<file path="src/rtl/uart_tx_arbiter.sv">
// Round-robin scheduler sharing one uart_tx between N_REQ byte producers.
// Latency: request seen in IDLE cycle t -> ack/tx_start/tx_data/owner in t+1.
// Backpressure: requests are only sampled in IDLE; busy transmitter holds the grant.
module uart_tx_arbiter #(
    parameter int N_REQ   = 4,
    parameter int TIMEOUT = 4
) (
    input  logic               clk,
    input  logic               rst,
    input  logic [N_REQ-1:0]   req,
    input  logic [8*N_REQ-1:0] req_data,
    output logic [N_REQ-1:0]   ack,
    output logic [7:0]         tx_data,
    output logic               tx_start,
    input  logic               tx_busy,
    output logic [N_REQ-1:0]   owner,
    output logic               timeout_err
);

    localparam int IW = (N_REQ > 1) ? $clog2(N_REQ) : 1;

    typedef enum logic [1:0] {
        IDLE,
        WAIT_BUSY,
        WAIT_DONE
    } state_t;

    state_t           state_q, state_d;
    logic [IW-1:0]    last_q, last_d;
    logic [7:0]       cnt_q, cnt_d;
    logic [N_REQ-1:0] ack_q, ack_d;
    logic [7:0]       tx_data_q, tx_data_d;
    logic             tx_start_q, tx_start_d;
    logic [N_REQ-1:0] owner_q, owner_d;
    logic             timeout_err_q, timeout_err_d;

    logic             sel_vld;
    logic [IW-1:0]    sel_idx;
    logic [IW-1:0]    cand_idx;

    // Round-robin search: first pending requester after the previous grant.
    always_comb begin
        sel_vld  = 1'b0;
        sel_idx  = '0;
        cand_idx = '0;
        for (int i = 1; i <= N_REQ; i++) begin
            cand_idx = IW'((int'(last_q) + i) % N_REQ);
            if (!sel_vld && req[cand_idx]) begin
                sel_vld = 1'b1;
                sel_idx = cand_idx;
            end
        end
    end

    // Next-state and registered-output logic for the grant/transmit cycle.
    always_comb begin
        state_d       = state_q;
        last_d        = last_q;
        cnt_d         = cnt_q;
        ack_d         = '0;
        tx_data_d     = tx_data_q;
        tx_start_d    = 1'b0;
        owner_d       = owner_q;
        timeout_err_d = 1'b0;
        case (state_q)
            IDLE: begin
                if (sel_vld) begin
                    tx_data_d  = req_data[8*int'(sel_idx) +: 8];
                    ack_d      = N_REQ'(1) << sel_idx;
                    tx_start_d = 1'b1;
                    owner_d    = N_REQ'(1) << sel_idx;
                    last_d     = sel_idx;
                    cnt_d      = '0;
                    state_d    = WAIT_BUSY;
                end
            end
            WAIT_BUSY: begin
                // Busy wins over a timeout landing in the same cycle.
                if (tx_busy) begin
                    state_d = WAIT_DONE;
                end else begin
                    cnt_d = cnt_q + 8'd1;
                    if ({1'b0, cnt_q} + 9'd1 == 9'(TIMEOUT)) begin
                        timeout_err_d = 1'b1;
                        owner_d       = '0;
                        state_d       = IDLE;
                    end
                end
            end
            WAIT_DONE: begin
                if (!tx_busy) begin
                    owner_d = '0;
                    state_d = IDLE;
                end
            end
            default: begin
                owner_d = '0;
                state_d = IDLE;
            end
        endcase
    end

    // State and output registers; last starts at N_REQ-1 so slot 0 is searched first.
    always_ff @(posedge clk or posedge rst) begin
        if (rst) begin
            state_q       <= IDLE;
            last_q        <= IW'(N_REQ - 1);
            cnt_q         <= '0;
            ack_q         <= '0;
            tx_data_q     <= 8'h00;
            tx_start_q    <= 1'b0;
            owner_q       <= '0;
            timeout_err_q <= 1'b0;
        end else begin
            state_q       <= state_d;
            last_q        <= last_d;
            cnt_q         <= cnt_d;
            ack_q         <= ack_d;
            tx_data_q     <= tx_data_d;
            tx_start_q    <= tx_start_d;
            owner_q       <= owner_d;
            timeout_err_q <= timeout_err_d;
        end
    end

    assign ack         = ack_q;
    assign tx_data     = tx_data_q;
    assign tx_start    = tx_start_q;
    assign owner       = owner_q;
    assign timeout_err = timeout_err_q;

endmodule
</file>
<file path="config.mk">
export PLATFORM = sky130hd
export DESIGN_NAME = uart_tx_arbiter
export DESIGN_NICKNAME = d
export VERILOG_FILES = /design/src/rtl/uart_tx_arbiter.sv
export SDC_FILE = /design/constraint.sdc
export NUM_CORES = 1
export LEC_CHECK = 0
export ABC_AREA = 1
export ABC_CLOCK_PERIOD_IN_PS = 2000
export CORE_ASPECT_RATIO = 1.5
export CORE_MARGIN = 3
export CORE_UTILIZATION = 42
export DETAILED_ROUTE_END_ITERATION = 10
export PLACE_DENSITY = 0.83
export SYNTH_ARGS = -nofsm -noshare
export SYNTH_HDL_FRONTEND = slang
export SYNTH_SLANG_ARGS = --single-unit
</file>
<file path="constraint.sdc">
create_clock -name clk -period 2 [get_ports clk]
set_input_delay 0.4 -clock clk [delete_from_list [all_inputs] [get_ports clk]]
set_output_delay 0.4 -clock clk [all_outputs]
set_load 0.05 [all_outputs]
</file>
# --- Word level (Yosys, flattened, before mapping) ---
# Cells that the tools add are included.
classes:
  n_addsub: 6
  mux: 36
  n_mul: 0
  n_reduce_logical: 12
  bitwise_logic: 0
  n_div: 0
  n_shift: 2
  n_lt_le_gt_ge: 4
  n_eq_ne: 8
op_table:
  columns: ["cell", "n"]
  rows:
  - ["$shiftx 32x6->8", 1]
  - ["$mux 4", 6]
  - ["$mux 2", 8]
  - ["$mux 8", 2]
  - ["$pmux 8 s2", 1]
  - ["$mux 1", 13]
  - ["$lt 2x3->1 const B", 4]
  - ["$pmux 4 s3", 1]
  - ["$add 8x1->9 const B", 1]
  - ["$eq 9x3->1 const B", 1]
  - ["$add 8x1->8 const B", 1]
  - ["$bmux 1 s2", 4]
  - ["$ne 2x2->1 const B", 4]
  - ["$pmux 2 s3", 1]
  - ["$reduce_and 3->1", 2]
  - ["$add 2x1->2 const B", 2]
  - ["$add 2x2->2 const B", 2]
  - ["$reduce_and 4->1", 1]
  - ["$shl 1x2->4 const A", 1]
  - ["$logic_and 1x1->1", 3]
  - ["$logic_not 1->1", 3]
  - ["$ne 3x3->1 const B", 1]
  - ["$eq 2x1->1 const B", 1]
  - ["$eq 2x2->1 const B", 1]
  - ["other kinds (3)", 3]
totals:
  latchBits: 0
  wordCells: 76
  mem_bits_rw: 0
  inputBits: 39
  memories: 0
  ff_bits: 30
  rom_bits: 0

# --- Logic depth before layout (Yosys ltp) ---
# Gate-level depths: netlist (run 1).
logic_depth:
  depth_word: 16
  depth_mapped: 18

# --- Least setup slack after synthesis (run 1) ---
# Ideal clock, no wire load.
synth_timing:
  path_type: "reg-to-reg"
  start: "register last_q[1]"
  end: "register tx_data_q[6], in the netlist tx_data[6]"
  stages_incl_launch_ff: 18
  synth_period_minus_slack_ps: 1863
  arrival_ps: 1746
  required_ps: 1882
  path_slack_ps: 137
  path_buffers: 2
  path_cell_list: "dfstp_2 > buf_2 > inv_2 > nand2_1 > nand2_1 > nand2_2 > nand2_2 > nor2_4 > nand3_2 > nand2_4 > nand2_4 > buf_6 > nand2_1 > nand2_1 > nand2_1 > nand2_1 > nand2_1 > nand2_1"
synth_via:
  elab_chain_cells: 14
synth_lines:
  columns: ["element", "line_no", "rtl"]
  rows:
  - ["from (decl)", "29", "logic [IW-1:0] last_q, last_d;"]
  - ["from (signal assigned)", "107", "last_q <= IW'(N_REQ - 1);"]
  - ["from (signal assigned)", "116", "last_q <= last_d;"]
  - ["$add 2x1->2", "47", "cand_idx = IW'((int'(last_q) + i) % N_REQ);"]
  - ["$bmux 1 s2", "48", "if (!sel_vld && req[cand_idx]) begin"]
  - ["$mux 1 (implied by the code)", "48", null]
  - ["$mux 1", "48", null]
  - ["$logic_not 1->1", "48", null]
  - ["$logic_and 1x1->1", "48", null]
  - ["$mux 1", "48", null]
  - ["$logic_not 1->1", "48", null]
  - ["$logic_and 1x1->1", "48", null]
  - ["$mux 1", "48", null]
  - ["$logic_not 1->1", "48", null]
  - ["$logic_and 1x1->1", "48", null]
  - ["$mux 2 or $mux 1 (tied branches)", "48", null]
  - ["$shiftx 32x6->8 or $reduce_and 2->1 (tied branches)", null, null]
  - ["to (signal assigned)", "119", "tx_data_q <= tx_data_d;"]
  - ["to (decl)", "32", "logic [7:0] tx_data_q, tx_data_d;"]
# Several ways; a longest one is shown, not always the timed one. The select of a mux whose other input is x is not followed.
# A chain may end at the register's enable or synchronous reset.

# --- Final worst setup path (run 1) ---
layout_timing:
  start: "register last_q[0]"
  end: "register tx_data_q[3], in the netlist tx_data[3]"
# Same word-level chain as after synthesis.

==> flow_summary_export.csv, run 1 <==
group,metric,value,unit
worst_hold_path,hp-class,"flop to flop",
global_routing,grt_first_pass_wirelength,7.62,mm
die,i_o_pins,57,
power_and_ir_drop,power_frac_seq,20.4,%
timing,fin_setup_tns,0,ns
setup_path,critPathKind,"flop to flop",
power_and_ir_drop,max_rail_drop_vdd,0.00125,V
final_layout,final_net_count,379,
clocking,clock_sink_count,30,
synthesis,synth_area,0.00187,mm2
clocking,cts_buffers,5,
final_layout,layout-drive-gt1-share,13.9,%
flow_run,max-cap-violations,0,
die,initial_utilization,43.7,%
power_and_ir_drop,netSwitchingFraction,53.1,%
clocking,clock_insertion_delay_at_the_later_pin_of_the_skew_report,0.27,ns
die,rows,29,
timing,max_freq,509,MHz
setup_path,endpoint_kind,"flop",
power_and_ir_drop,power.total,4.83,mW
routing,routed-via-count,1920,
timing,rsz0062_at_grt,"true",
clocking,cts.hold.buffers_added,0,
power_and_ir_drop,total_leakage_power,1.35,nW
power_and_ir_drop,switching_component_of_the_power,2.56,mW
die,dieHeight,87.8,um
global_routing,grtUsageTotal,18.7,%
die,die_area,0.00531,mm2
placement,place.port_buffers,56,
routing,avgRoutedWirePerCell,11.9,um
synthesis,synth_warnings,0,
setup_path,worstPathMaxFanout,9,
routing,drtAntennaViolNets,0,
placement,detailedPlacementHpwl,3.58,mm
timing,post-route-period-util,98.3,%
placement,pre_cts_slack,-0.204,ns
global_routing,globalRouteOverflowTotal,0,
synthesis,yosysUniqueCellTypes,26,
clocking,cts.repair.resized,0,
clocking,post-cts-setup-buffers,0,
placement,place_congestion,0.891,
global_routing,grt_pass1_vias,1811,
synthesis,synth-edff-count,0,
timing,skew,0.00397,ns
setup_path,cp_data_required_time,2.17,ns
clocking,clock_tree.htree_level_count,2,
final_layout,syn_to_final_growth,41.2,%
clocking,cts_max_path_buffers,2,
final_layout,antenna_cells_inserted,0,
die,coreArea,0.00428,mm2
setup_path,start_kind,"flop",
placement,detailed_place.area,0.00252,mm2
synthesis,synthCells,273,
clocking,cts_root_buffer,"sky130_fd_sc_hd__clkbuf_8",
clocking,clk_pin_slew,0.06,ns
global_routing,initial_antenna_violation_count,0,
placement,dp.cells,376,
final_layout,final_design_area_no_fill,0.00264,mm2
synthesis,yosysSeqAreaShare,40.2,%
clocking,cts_tree,"yes",
routing,drt_iter0_drc,94,
synthesis,mappedNetlistNets,314,
timing,final.min_clock_period,1.97,ns
setup_path,cp.arrival,2.13,ns
timing,finalHoldWorstSlack,0.486,ns
routing,finalWirelength,4.55,mm
routing,via_to_cell_ratio,5.00,
die,die_width,60.5,um
final_layout,final_core_utilization,61.7,%
synthesis,ys_ff_latch,30,
timing,final-setup-viol-count,0,
status,run_status,"finished, final reports clean",
timing,hold_viol,0,
power_and_ir_drop,power_frac_comb,70.4,%
routing,drc,0,
synthesis,asyncSetResetFlopFracSynth,100,%
synthesis,syn-mean-instance-area,6.86,um2
timing,slew-limit-headroom,62.8,%
routing,drt_first_pass_iters,4,
power_and_ir_drop,cellPowerDensity,1830,mW/mm2
power_and_ir_drop,clock_power_share,9.2,%
timing,worst_pin_slew,0.557,ns
timing,fin_worst_setup_slack,0.0348,ns
synthesis,synth_top_flop_cell,"sky130_fd_sc_hd__dfrtp_1",
power_and_ir_drop,cellInternalPower,2.27,mW
timing,final-max-slew-violation-count,0,
final_layout,layout.cells.non_filler,384,
global_routing,pin_count_of_the_biggest_net_entering_global_routing,31,
registers in the layout, indices dropped and copies added (netlist names):
name	flops
tx_data	8
owner	4
state_q	2
cnt_q	8
ack	4
tx_start	1
timeout_err	1
last_q	2
cell type report:
type / count / area (um2)
timing repair inverter: 1 / 7.51
tap: 46 / 57.6
fill: 396 / 1640
clock inverter: 2 / 10.0
inverter: 23 / 95.1
clock buffer: 5 / 68.8
timing repair buffer: 66 / 648
sequential: 30 / 754
multi-input combinational: 211 / 1000
kinds of logic after synthesis:
kind of cell | count (synthesis) | synth area share [%]
DFF | 30 | 40.2
adders and majority gates | 2 | 1.34
buffers and inverters | 32 | 7.75
AOI/OAI and AO/OA | 16 | 4.55
xor gates and xnor gates | 4 | 1.87
and+or+nand+nor | 189 | 44.3
cell usage after synthesis, types with 3 or more instances:
| library cell | number | area (um2) |
|---|---|---|
| sky130_fd_sc_hd__nand2_1 | 120 | 450 |
| sky130_fd_sc_hd__nor2_1 | 9 | 33.8 |
| sky130_fd_sc_hd__dfrtp_1 | 28 | 701 |
| sky130_fd_sc_hd__nand3_1 | 38 | 190 |
| sky130_fd_sc_hd__inv_2 | 4 | 15.0 |
| sky130_fd_sc_hd__buf_2 | 5 | 25.0 |
| sky130_fd_sc_hd__o21ai_0 | 12 | 60.1 |
| sky130_fd_sc_hd__inv_1 | 19 | 71.3 |
| sky130_fd_sc_hd__nand2_2 | 11 | 68.8 |
| sky130_fd_sc_hd__nand4_1 | 3 | 18.8 |
cell usage in the layout, fill, tap and decap left out, types with 3 or more instances in the layout:
cell,instances
sky130_fd_sc_hd__nand2_1,116
sky130_fd_sc_hd__clkdlybuf4s50_1,56
sky130_fd_sc_hd__nand3_1,38
sky130_fd_sc_hd__dfrtp_1,27
sky130_fd_sc_hd__inv_1,18
sky130_fd_sc_hd__nand2_2,15
sky130_fd_sc_hd__o21ai_0,11
sky130_fd_sc_hd__nor2_1,9
sky130_fd_sc_hd__buf_4,9
sky130_fd_sc_hd__clkbuf_8,5
sky130_fd_sc_hd__nand4_1,3
power by group through the flow:
stage,logic (mW),clock network [mW],registers (mW)
2_1_floorplan,2.02,0,1.38
3_3_place_gp,3.24,0,0.982
3_5_place_dp,3.30,0,0.982
4_1_cts,3.32,0.456,0.974
5_1_grt,3.81,0.478,1.01
6_report,3.40,0.444,0.986
worst max-delay path, stage by stage (launching register included):
cell and delay [ns]:
sky130_fd_sc_hd__dfstp_2 0.62, sky130_fd_sc_hd__inv_4 0.08, sky130_fd_sc_hd__nand2_1 0.09, sky130_fd_sc_hd__nand2_2 0.07
sky130_fd_sc_hd__nand2_2 0.06, sky130_fd_sc_hd__nand2_2 0.08, sky130_fd_sc_hd__nor2_4 0.15, sky130_fd_sc_hd__nand2_1 0.06
sky130_fd_sc_hd__nor3_1 0.13, sky130_fd_sc_hd__nor2_1 0.11, sky130_fd_sc_hd__buf_4 0.18, sky130_fd_sc_hd__nand2_1 0.07
sky130_fd_sc_hd__nand2_1 0.05, sky130_fd_sc_hd__nand2_1 0.06, sky130_fd_sc_hd__nand2_1 0.05
routing by layer:
| metal | global-route usage (%) | share of wire [%] |
|---|---|---|
| met1 | 20.1 | 39 |
| met4 | 8.68 | 2.0 |
| met3 | 3.98 | 4.5 |
| met5 | 0 | 0 |
| met2 | 33.9 | 54 |
worst paths after layout:
kind	startpoint	endpoint	slack (ns)	depth (start not counted)
min in group asynchronous	rst	ack[1]$_DFF_PP0_	0.50	3
hold / removal	tx_data[4]$_DFFE_PP0P_	tx_data[4]$_DFFE_PP0P_	0.49	2
hold reg to reg	tx_data[4]$_DFFE_PP0P_	tx_data[4]$_DFFE_PP0P_	0.49	2
setup / recovery	last_q[0]$_DFFE_PP1P_	tx_data[3]$_DFFE_PP0P_	0.03	14
max in group asynchronous	rst	last_q[1]$_DFFE_PP1P_	1.19	3
setup reg to reg	last_q[0]$_DFFE_PP1P_	tx_data[3]$_DFFE_PP0P_	0.03	14
(Power assumes the default switching activity.)
==> inputs of run 2 (changes only) <==
Settings changed: ABC_CLOCK_PERIOD_IN_PS 2000 to 2300, CORE_UTILIZATION 42 to 50, PLACE_DENSITY 0.83 to 0.92.
Clock period 2 ns to 2.3 ns, I/O delays scaled along.
==> flow_summary_export.csv, run 2 (synthesis results as in run 1) <==
group,metric,value,unit
placement,detailedPlacementHpwl,3.66,mm
timing,skew,0.00376,ns
setup_path,start_kind,"flop",
final_layout,layout.filler_cells,286,
clocking,cts_buffers,5,
clocking,clock_tree.htree_level_count,2,
die,rows,26,
worst_hold_path,whs_path_depth,2,
die,initial_utilization,53.3,%
setup_path,crit-reg2reg-capture,"tx_data[1]$_DFFE_PP0P_",
setup_path,endpoint_kind,"flop",
power_and_ir_drop,power.total,4.14,mW
placement,dp.cells,368,
setup_path,critPathKind,"flop to flop",
routing,routed-via-count,1955,
placement,detailed_place.area,0.00247,mm2
timing,max_freq,477,MHz
clocking,clock_insertion_delay_at_the_later_pin_of_the_skew_report,0.28,ns
setup_path,cp.arrival,2.32,ns
power_and_ir_drop,cellPowerDensity,1600,mW/mm2
routing,via_to_cell_ratio,5.20,
die,dieHeight,80.9,um
timing,final-setup-viol-count,0,
routing,drt_first_pass_iters,4,
timing,rsz0062_at_grt,"false",
timing,post-route-period-util,91.2,%
routing,drc,0,
setup_path,worstPathMaxFanout,16,
placement,pre_cts_slack,0.0408,ns
clocking,cts_tree,"yes",
power_and_ir_drop,max_rail_drop_vdd,0.00126,V
clocking,cts_root_buffer,"sky130_fd_sc_hd__clkbuf_8",
routing,drtAntennaViolNets,0,
clocking,clk_pin_slew,0.06,ns
global_routing,grt_pass1_vias,1824,
global_routing,grtUsageTotal,21.9,%
final_layout,syn_to_final_growth,37.8,%
setup_path,rrSetupSlack,0.20,ns
worst_hold_path,hold-path-endpoint,"tx_data[0]$_DFFE_PP0P_",
die,die_area,0.00453,mm2
timing,slew-limit-headroom,65.9,%
routing,avgRoutedWirePerCell,12.6,um
global_routing,pin_count_of_the_biggest_net_entering_global_routing,31,
final_layout,layout-drive-gt1-share,10.8,%
clocking,cts_max_path_buffers,2,
timing,final-max-slew-violation-count,0,
timing,worst_pin_slew,0.510,ns
worst_hold_path,hp-class,"flop to flop",
clocking,cts.repair.resized,0,
final_layout,antenna_cells_inserted,0,
clocking,cts.hold.buffers_added,0,
flow_run,max-cap-violations,0,
placement,place_congestion,0.873,
setup_path,timing.reg2reg.worst_path_depth,15,
global_routing,globalRouteOverflowTotal,0,
final_layout,layout.cells.non_filler,376,
worst_hold_path,hold_start,"tx_data[0]$_DFFE_PP0P_",
routing,drt_iter0_drc,70,
power_and_ir_drop,total_leakage_power,1.34,nW
timing,hold_viol,0,
die,coreArea,0.00351,mm2
final_layout,final_design_area_no_fill,0.00258,mm2
timing,finalHoldWorstSlack,0.492,ns
timing,fin_setup_tns,0,ns
setup_path,beginning_of_the_worst_register_to_register_path,"last_q[0]$_DFFE_PP1P_",
final_layout,final_net_count,374,
timing,final.min_clock_period,2.10,ns
clocking,post-cts-setup-buffers,0,
status,run_status,"finished, final reports clean",
clocking,clock_sink_count,30,
die,die_width,56.0,um
final_layout,leading_cell_types_in_the_layout_fill_and_taps_excluded,"sky130_fd_sc_hd__nand2_1, sky130_fd_sc_hd__clkdlybuf4s50_1, sky130_fd_sc_hd__nand3_1",
setup_path,worst_setup_path_startpoint,"last_q[0]$_DFFE_PP1P_",
placement,place.port_buffers,56,
global_routing,grt_first_pass_wirelength,7.72,mm
setup_path,cp_data_required_time,2.53,ns
final_layout,layout_commonest_cell,"sky130_fd_sc_hd__nand2_1",
final_layout,final_core_utilization,73.4,%
die,i_o_pins,57,
routing,finalWirelength,4.74,mm
global_routing,initial_antenna_violation_count,0,
timing,fin_worst_setup_slack,0.203,ns
[run 2: power breakdown]
group / total (mW) / internal, mW / switching, mW
Clock: 0.521 / 0.318 / 0.202
Sequential: 0.851 / 0.724 / 0.127
Combinational: 2.77 / 0.913 / 1.86
[run 2: how the worst max path moves through the flow]
stage,slack (ns),to
3_3_place_gp,0.07,tx_data[3]$_DFFE_PP0P_
4_1_cts,0.21,tx_data[1]$_DFFE_PP0P_
5_1_grt,0.009,tx_data[6]$_DFFE_PP0P_
6_report,0.20,tx_data[1]$_DFFE_PP0P_
2_1_floorplan,0.44,tx_data[6]$_DFFE_PP0P_
3_5_place_dp,0.04,tx_data[3]$_DFFE_PP0P_
[run 2: worst max-delay path: stages (launching register included)]
cell and delay, ns:
sky130_fd_sc_hd__dfstp_2 0.60, sky130_fd_sc_hd__inv_2 0.12, sky130_fd_sc_hd__nand2_2 0.08, sky130_fd_sc_hd__nand2_1 0.06
sky130_fd_sc_hd__nand2_1 0.07, sky130_fd_sc_hd__nand2_2 0.08, sky130_fd_sc_hd__nor2_4 0.15, sky130_fd_sc_hd__nand3_2 0.12
sky130_fd_sc_hd__nand2_4 0.11, sky130_fd_sc_hd__buf_4 0.20, sky130_fd_sc_hd__nand3_1 0.09, sky130_fd_sc_hd__nand2_1 0.10
sky130_fd_sc_hd__nand2_1 0.07, sky130_fd_sc_hd__nand2_1 0.07, sky130_fd_sc_hd__nand2_1 0.05, sky130_fd_sc_hd__nand2_1 0.06
[run 2: layout make-up]
class                   instances  area [um2]  area share (%)
multi-input cells             211         973            37.7
well taps                      42        52.6            2.04
flip-flops and latches         30         753            29.2
clock buffers                   5        68.8            2.67
inverters                      23        86.3            3.35
clock inverters                 3        40.0            1.55
repair buffers                 62         606            23.5
[run 2: routing by layer]
| layer | share of wire (%) | up-vias | track usage, % | routed length, um |
|---|---|---|---|---|
| met1 | 35 | 870 | 22.1 | 1660 |
| li1 | - | 985 | - | - |
| met5 | 0 | - | 0 | 0 |
| met4 | 3.1 | 0 | 10.7 | 145 |
| met3 | 5.8 | 14 | 3.97 | 274 |
| met2 | 56 | 86 | 42.7 | 2660 |
